**config.mk**
```make
export PLATFORM = sky130hd
export DESIGN_NAME = imem_loader_flat
export DESIGN_NICKNAME = d
export VERILOG_FILES = /design/src/rtl/imem_loader_if.sv /design/src/rtl/imem_loader.sv /design/src/flat_wrapper.sv
export SDC_FILE = /design/constraint.sdc
export NUM_CORES = 1
export LEC_CHECK = 0
export ABC_AREA = 1
export CAP_MARGIN = 30
export CORE_UTILIZATION = 57
export CTS_BUF_LIST = sky130_fd_sc_hd__clkbuf_4
export DETAILED_ROUTE_END_ITERATION = 8
export PLACE_DENSITY_LB_ADDON = 0.05
export SLEW_MARGIN = 20
export SYNTH_ARGS = -nofsm -noshare
export SYNTH_HDL_FRONTEND = slang
export SYNTH_SLANG_ARGS = --single-unit
```
**constraint.sdc**
```tcl
create_clock -name clk -period 6.5 [get_ports clk]
set_input_delay 1.3 -clock clk [delete_from_list [all_inputs] [get_ports clk]]
set_output_delay 1.3 -clock clk [all_outputs]
set_load 0.01 [all_outputs]
```
**src/rtl/imem_loader_if.sv**
```systemverilog
// imem_loader_if: word-in handshake plus byte-wide memory write port of the instruction loader
interface imem_loader_if;
  logic        in_valid;
  logic        in_ready;
  logic [31:0] in_addr;
  logic [31:0] in_word;
  logic        mem_we;
  logic [31:0] mem_addr;
  logic [7:0]  mem_data;
  modport master (output in_valid, in_addr, in_word, input in_ready, mem_we, mem_addr, mem_data);
  modport slave (input in_valid, in_addr, in_word, output in_ready, mem_we, mem_addr, mem_data);
endinterface

```
**src/rtl/imem_loader.sv**
```systemverilog
// imem_loader: serialises 32-bit instruction words into four big-endian byte writes
module imem_loader #(
  parameter int MEM_BYTES = 1000,
  parameter int CNT_W     = 16
) (
  input  logic             clk,
  input  logic             rst,
  input  logic             err_clr,
  imem_loader_if.slave     bus,
  output logic             busy,
  output logic             err,
  output logic [CNT_W-1:0] words_written
);
  localparam logic [31:0] LIM = 32'(MEM_BYTES - 4);
  typedef enum logic {IDLE, WRITE} state_t;
  state_t      state;
  logic [1:0]  idx, nxt;
  logic [31:0] base, word, word_sh;
  logic        fire, in_range, legal, rej, last;
  always_comb begin
    fire     = bus.in_valid && bus.in_ready;
    in_range = bus.in_addr <= LIM;
    legal    = fire && in_range;
    rej      = fire && !in_range;
    last     = state == WRITE && idx == 2'd3;
    nxt      = idx + 2'd1;
    word_sh  = word << {nxt, 3'b000};
  end
  // outputs are registered alongside the state, so mem_we/busy track the beat being presented
  always_ff @(posedge clk) begin
    if (rst) begin
      state         <= IDLE;
      idx           <= 2'd0;
      base          <= '0;
      word          <= '0;
      bus.in_ready  <= 1'b0;
      bus.mem_we    <= 1'b0;
      bus.mem_addr  <= '0;
      bus.mem_data  <= '0;
      busy          <= 1'b0;
      err           <= 1'b0;
      words_written <= '0;
    end else begin
      err <= rej | (err & ~err_clr);
      if (last && ~&words_written) words_written <= words_written + 1'b1;
      if (legal) begin
        state        <= WRITE;
        idx          <= 2'd0;
        base         <= bus.in_addr;
        word         <= bus.in_word;
        bus.mem_we   <= 1'b1;
        bus.mem_addr <= bus.in_addr;
        bus.mem_data <= bus.in_word[31:24];
        bus.in_ready <= 1'b0;
        busy         <= 1'b1;
      end else if (state == WRITE && !last) begin
        idx          <= nxt;
        bus.mem_we   <= 1'b1;
        bus.mem_addr <= base + 32'(nxt);
        bus.mem_data <= word_sh[31:24];
        bus.in_ready <= nxt == 2'd3;
        busy         <= 1'b1;
      end else begin
        state        <= IDLE;
        bus.mem_we   <= 1'b0;
        bus.in_ready <= 1'b1;
        busy         <= 1'b0;
      end
    end
  end
endmodule

```
**src/flat_wrapper.sv**
```systemverilog
// flat-port wrapper written by rule: the top's interface ports become plain ports
module imem_loader_flat 
#(
  parameter int MEM_BYTES = 1000,
  parameter int CNT_W     = 16
)
  (clk, rst, err_clr, busy, err, words_written, bus_in_valid, bus_in_addr, bus_in_word, bus_in_ready, bus_mem_we, bus_mem_addr, bus_mem_data);
  imem_loader_if bus_i ();
  input  logic clk;
  input  logic rst;
  input  logic err_clr;
  output logic busy;
  output logic err;
  output logic [CNT_W-1:0] words_written;
  input wire logic [$bits(bus_i.in_valid)-1:0] bus_in_valid;
  input wire logic [$bits(bus_i.in_addr)-1:0] bus_in_addr;
  input wire logic [$bits(bus_i.in_word)-1:0] bus_in_word;
  output wire logic [$bits(bus_i.in_ready)-1:0] bus_in_ready;
  output wire logic [$bits(bus_i.mem_we)-1:0] bus_mem_we;
  output wire logic [$bits(bus_i.mem_addr)-1:0] bus_mem_addr;
  output wire logic [$bits(bus_i.mem_data)-1:0] bus_mem_data;
  assign bus_i.in_valid = bus_in_valid;
  assign bus_i.in_addr = bus_in_addr;
  assign bus_i.in_word = bus_in_word;
  assign bus_in_ready = bus_i.in_ready;
  assign bus_mem_we = bus_i.mem_we;
  assign bus_mem_addr = bus_i.mem_addr;
  assign bus_mem_data = bus_i.mem_data;
  imem_loader #(.MEM_BYTES(MEM_BYTES), .CNT_W(CNT_W)) u_core (.clk(clk), .rst(rst), .err_clr(err_clr), .bus(bus_i), .busy(busy), .err(err), .words_written(words_written));
endmodule
```
==> results.py <==
metrics = {
    "worst_setup_path": {
        "r2r-end": "u_core.bus.mem_addr[17]$_SDFFE_PP0P_",
        "cp.required_ps": 6880,
        "reg2reg_depth": 13,
        "regToRegSetupSlack_ps": 3120,
        "end_kind": "flip-flop",
        "r2r_start": "u_core.idx[0]$_SDFFE_PP0P_",
        "arrival_ps": 3900,
        "critPathMaxFanout": 36,
        "crit_type": "input port to flip-flop",
        "startpoint_type": "input port",
    },
    "global_route": {
        "grt_pass1_vias": 5617,
        "grt_usage_pct": 28.95,
        "grt_first_pass_wirelength_mm": 25.54,
        "antenna_found_initial": 0,
        "grt.overflow.total": 0,
        "grt_max_degree": 88,
    },
    "synth": {
        "mappedNetlistArea_sq_um": 6011,
        "synth_common_cells": "nand2_1 (225), dfxtp_1 (126), nor2_1 (122)",
        "synthTopCellsByArea": "dfxtp_1 (42%), nand2_1 (14%), nand3_1 (9.2%)",
        "ys_types": 29,
        "synth_nets": 974,
        "synth-edff-count": 0,
        "postSynthAreaPerCell_sq_um": 6.679,
        "yosys.area.top_type": "dfxtp_1",
        "ys_ff_latch": 126,
        "yosys.area.top_type_share_pct": 41.97,
        "synth_most_common_cell": "nand2_1",
        "synthArstFlopShare_pct": 0,
        "synth.yosys.seq_area_share_pct": 41.97,
        "netlist_instances": 900,
        "synthFlopType": "dfxtp_1",
        "ys_warn_count": 0,
    },
    "clock_tree": {
        "root_buffer": "clkbuf_4",
        "cts_hold_buf": 0,
        "ctsHtreeMaxLevel": 4,
        "cts_resized": 0,
        "post-cts-setup-buffers": 0,
        "clk_pin_slew_ps": 100,
        "cts_buffers": 17,
        "insertion_delay_ps": 520,
        "cts_tree": "built",
        "clockBufferDepth": 2,
        "clock_sinks": 126,
    },
    "detailed_routing": {
        "detail_route.vias_per_cell": 5.304,
        "drt-total-wl_mm": 15.23,
        "drt_iter0_markers": 340,
        "dr.pass1.iters": 4,
        "drtAntennaViolNets": 0,
        "wl_per_cell_microns": 13.14,
        "drc_errors": 0,
        "route.vias.total": 6147,
    },
    "floorplan": {
        "num_io_pins": 128,
        "dieArea_sq_um": 10960,
        "row_count": 37,
        "coreArea_sq_um": 10280,
        "start_util_pct": 58.49,
        "die_h_microns": 104.7,
        "die_x_microns": 104.7,
    },
    "layout": {
        "diodes": 0,
        "fin_util_pct": 74.30,
        "multi_input_area_sq_um": 2967,
        "regArea_sq_um": 2522,
        "areaGrowthSynthToFinish_pct": 27.04,
        "final_nets": 1084,
        "drive_gt1_share_pct": 4.106,
        "n_fill_cell": 876,
        "fin_cells": 1159,
    },
    "power_and_ir_drop": {
        "comb_power_share_pct": 4.7,
        "clkPwrFrac_pct": 42.4,
        "power_density_nw_per_um2": 191.2,
        "ir_drop_mv": 0.1615,
        "intPower_mw": 1.148,
        "total_power_mw": 1.460,
        "p_leak_nw": 2.875,
        "pwr-share-seq_pct": 52.9,
        "switchingPower_uw": 312.2,
        "sw_frac_of_total_pct": 21.38,
    },
    "run_status": {
        "outcome": "finished, final reports clean",
    },
    "place": {
        "dp_slack_ps": 2486,
        "placed_cells": 1126,
        "gp_congestion": 0.8961,
        "io_buffers": 127,
        "dp_hpwl_mm": 10.82,
    },
    "min_path": {
        "hold_class": "flip-flop to flip-flop",
        "worstHoldStart": "u_core.base[31]$_SDFFE_PP0P_",
        "min_to": "u_core.base[31]$_SDFFE_PP0P_",
        "hold_path_depth": 2,
    },
    "sta": {
        "setup_viol": 0,
        "slew_viol_final": 0,
        "tns_ps": 0,
        "fin_crit_ps": 3511,
        "layout_setup_ws_ps": 2989,
        "rsz0062_at_grt": "false",
        "fin_skew_ps": 15.51,
        "tightestPinTransition_ps": 802.1,
        "slew_headroom_pct": 46.53,
        "final_hold_viol_count": 0,
        "period_share_pct": 54.01,
        "fmax_ghz": 0.2849,
    },
    "run": {
        "drv_cap": 0,
    },
}
## worst max-delay path by stage
stage                                     startpoint                                    to  slack, ps  cells past startpoint
after floorplan           u_core.idx[0]$_SDFFE_PP0P_  u_core.bus.mem_addr[17]$_SDFFE_PP0P_       3670                     16
after global placement               bus_in_addr[12]           u_core.base[9]$_SDFFE_PP0P_       2580                      9
after detailed placement             bus_in_addr[12]           u_core.base[9]$_SDFFE_PP0P_       2490                      9
after CTS                 u_core.idx[0]$_SDFFE_PP0P_  u_core.bus.mem_addr[17]$_SDFFE_PP0P_       2570                     13
after global routing                 bus_in_addr[20]           u_core.base[9]$_SDFFE_PP0P_       2840                     10
final                                bus_in_addr[12]           u_core.base[9]$_SDFFE_PP0P_       2990                      9
## power groups by stage
stage	Sequential (mW)	Clock, mW	Combinational [mW]
after floorplan	0.791	0	0.0199
after global placement	0.790	0	0.0671
after detailed placement	0.790	0	0.0674
after CTS	0.773	0.629	0.0679
after global routing	0.773	0.666	0.0735
final	0.773	0.620	0.0681
## worst max-delay path, stage by stage
cell,delay (ps)
clkdlybuf4s50_1,400
or2_1,220
nor2_1,100
nand2_1,120
nor2_4,610
nand2_2,90
nand2_1,540
buf_4,400
o22ai_1,110
## logic make-up (layout without fill, tap and decap cells)
group                    count (synthesis)  after routing  synth area share, %
AO/OA/AOI/OAI                          139            139                11.91
XOR/XNOR                                17             17                2.477
adder cells (fa/ha/maj)                  6              6                1.374
buffers and inverters                  129            252                8.784
flip-flops                             126            126                41.97
AND/OR/NAND/NOR                        483            483                33.49
## state kept, by name, indices dropped and copies added, names as in the netlist
signal                flops
u_core.base              32
u_core.bus.mem_addr      32
u_core.word              32
u_core.words_written     16
u_core.bus.mem_data       8
u_core.idx                2
u_core.bus.in_ready       1
u_core.bus.mem_we         1
u_core.err                1
u_core.state              1
## layout make-up
| class | count | area share (%) |
|---|---|---|
| Inverter | 86 | 4.227 |
| Multi-Input combinational cell | 645 | 38.85 |
| Timing Repair Buffer | 134 | 17.37 |
| Clock buffer | 17 | 1.671 |
| Sequential cell | 126 | 33.03 |
| Clock inverter | 15 | 2.622 |
| Tap cell | 136 | 2.228 |
## placed cells by master, fill, tap and decap left out, drive strengths merged
master and count:
clkbuf 17, nand4 8, and2 1, nand3b 1, inv 85, a211oi 1, nand2 227, o22ai 14
ha 5, fa 1, nor3b 2, bufinv 5, nor3 8, o21ai 44, dfxtp 126, clkinvlp 2
nand3 111, xnor2 1, clkinv 9, xor2 16, and3 1, clkdlybuf4s50 126, or2 1, buf 8
nor2 123, a21oi 80
## per-layer routing
metal,track usage [%],wire length [microns],vias to the layer above
li1,-,-,3128
met1,36.51,6808,2814
met2,48.68,7393,177
met3,6.488,762,28
met4,10.06,267,0
met5,0,0,-
## stage by stage
stage	hold slack [ps]	area, sq um
after CTS	464.3	7621
after global placement	440.8	7293
after global routing	479.2	7636
after detailed placement	442.9	7293
final	464.5	7636
after floorplan	429.4	6011
(Power assumes the default switching activity.)
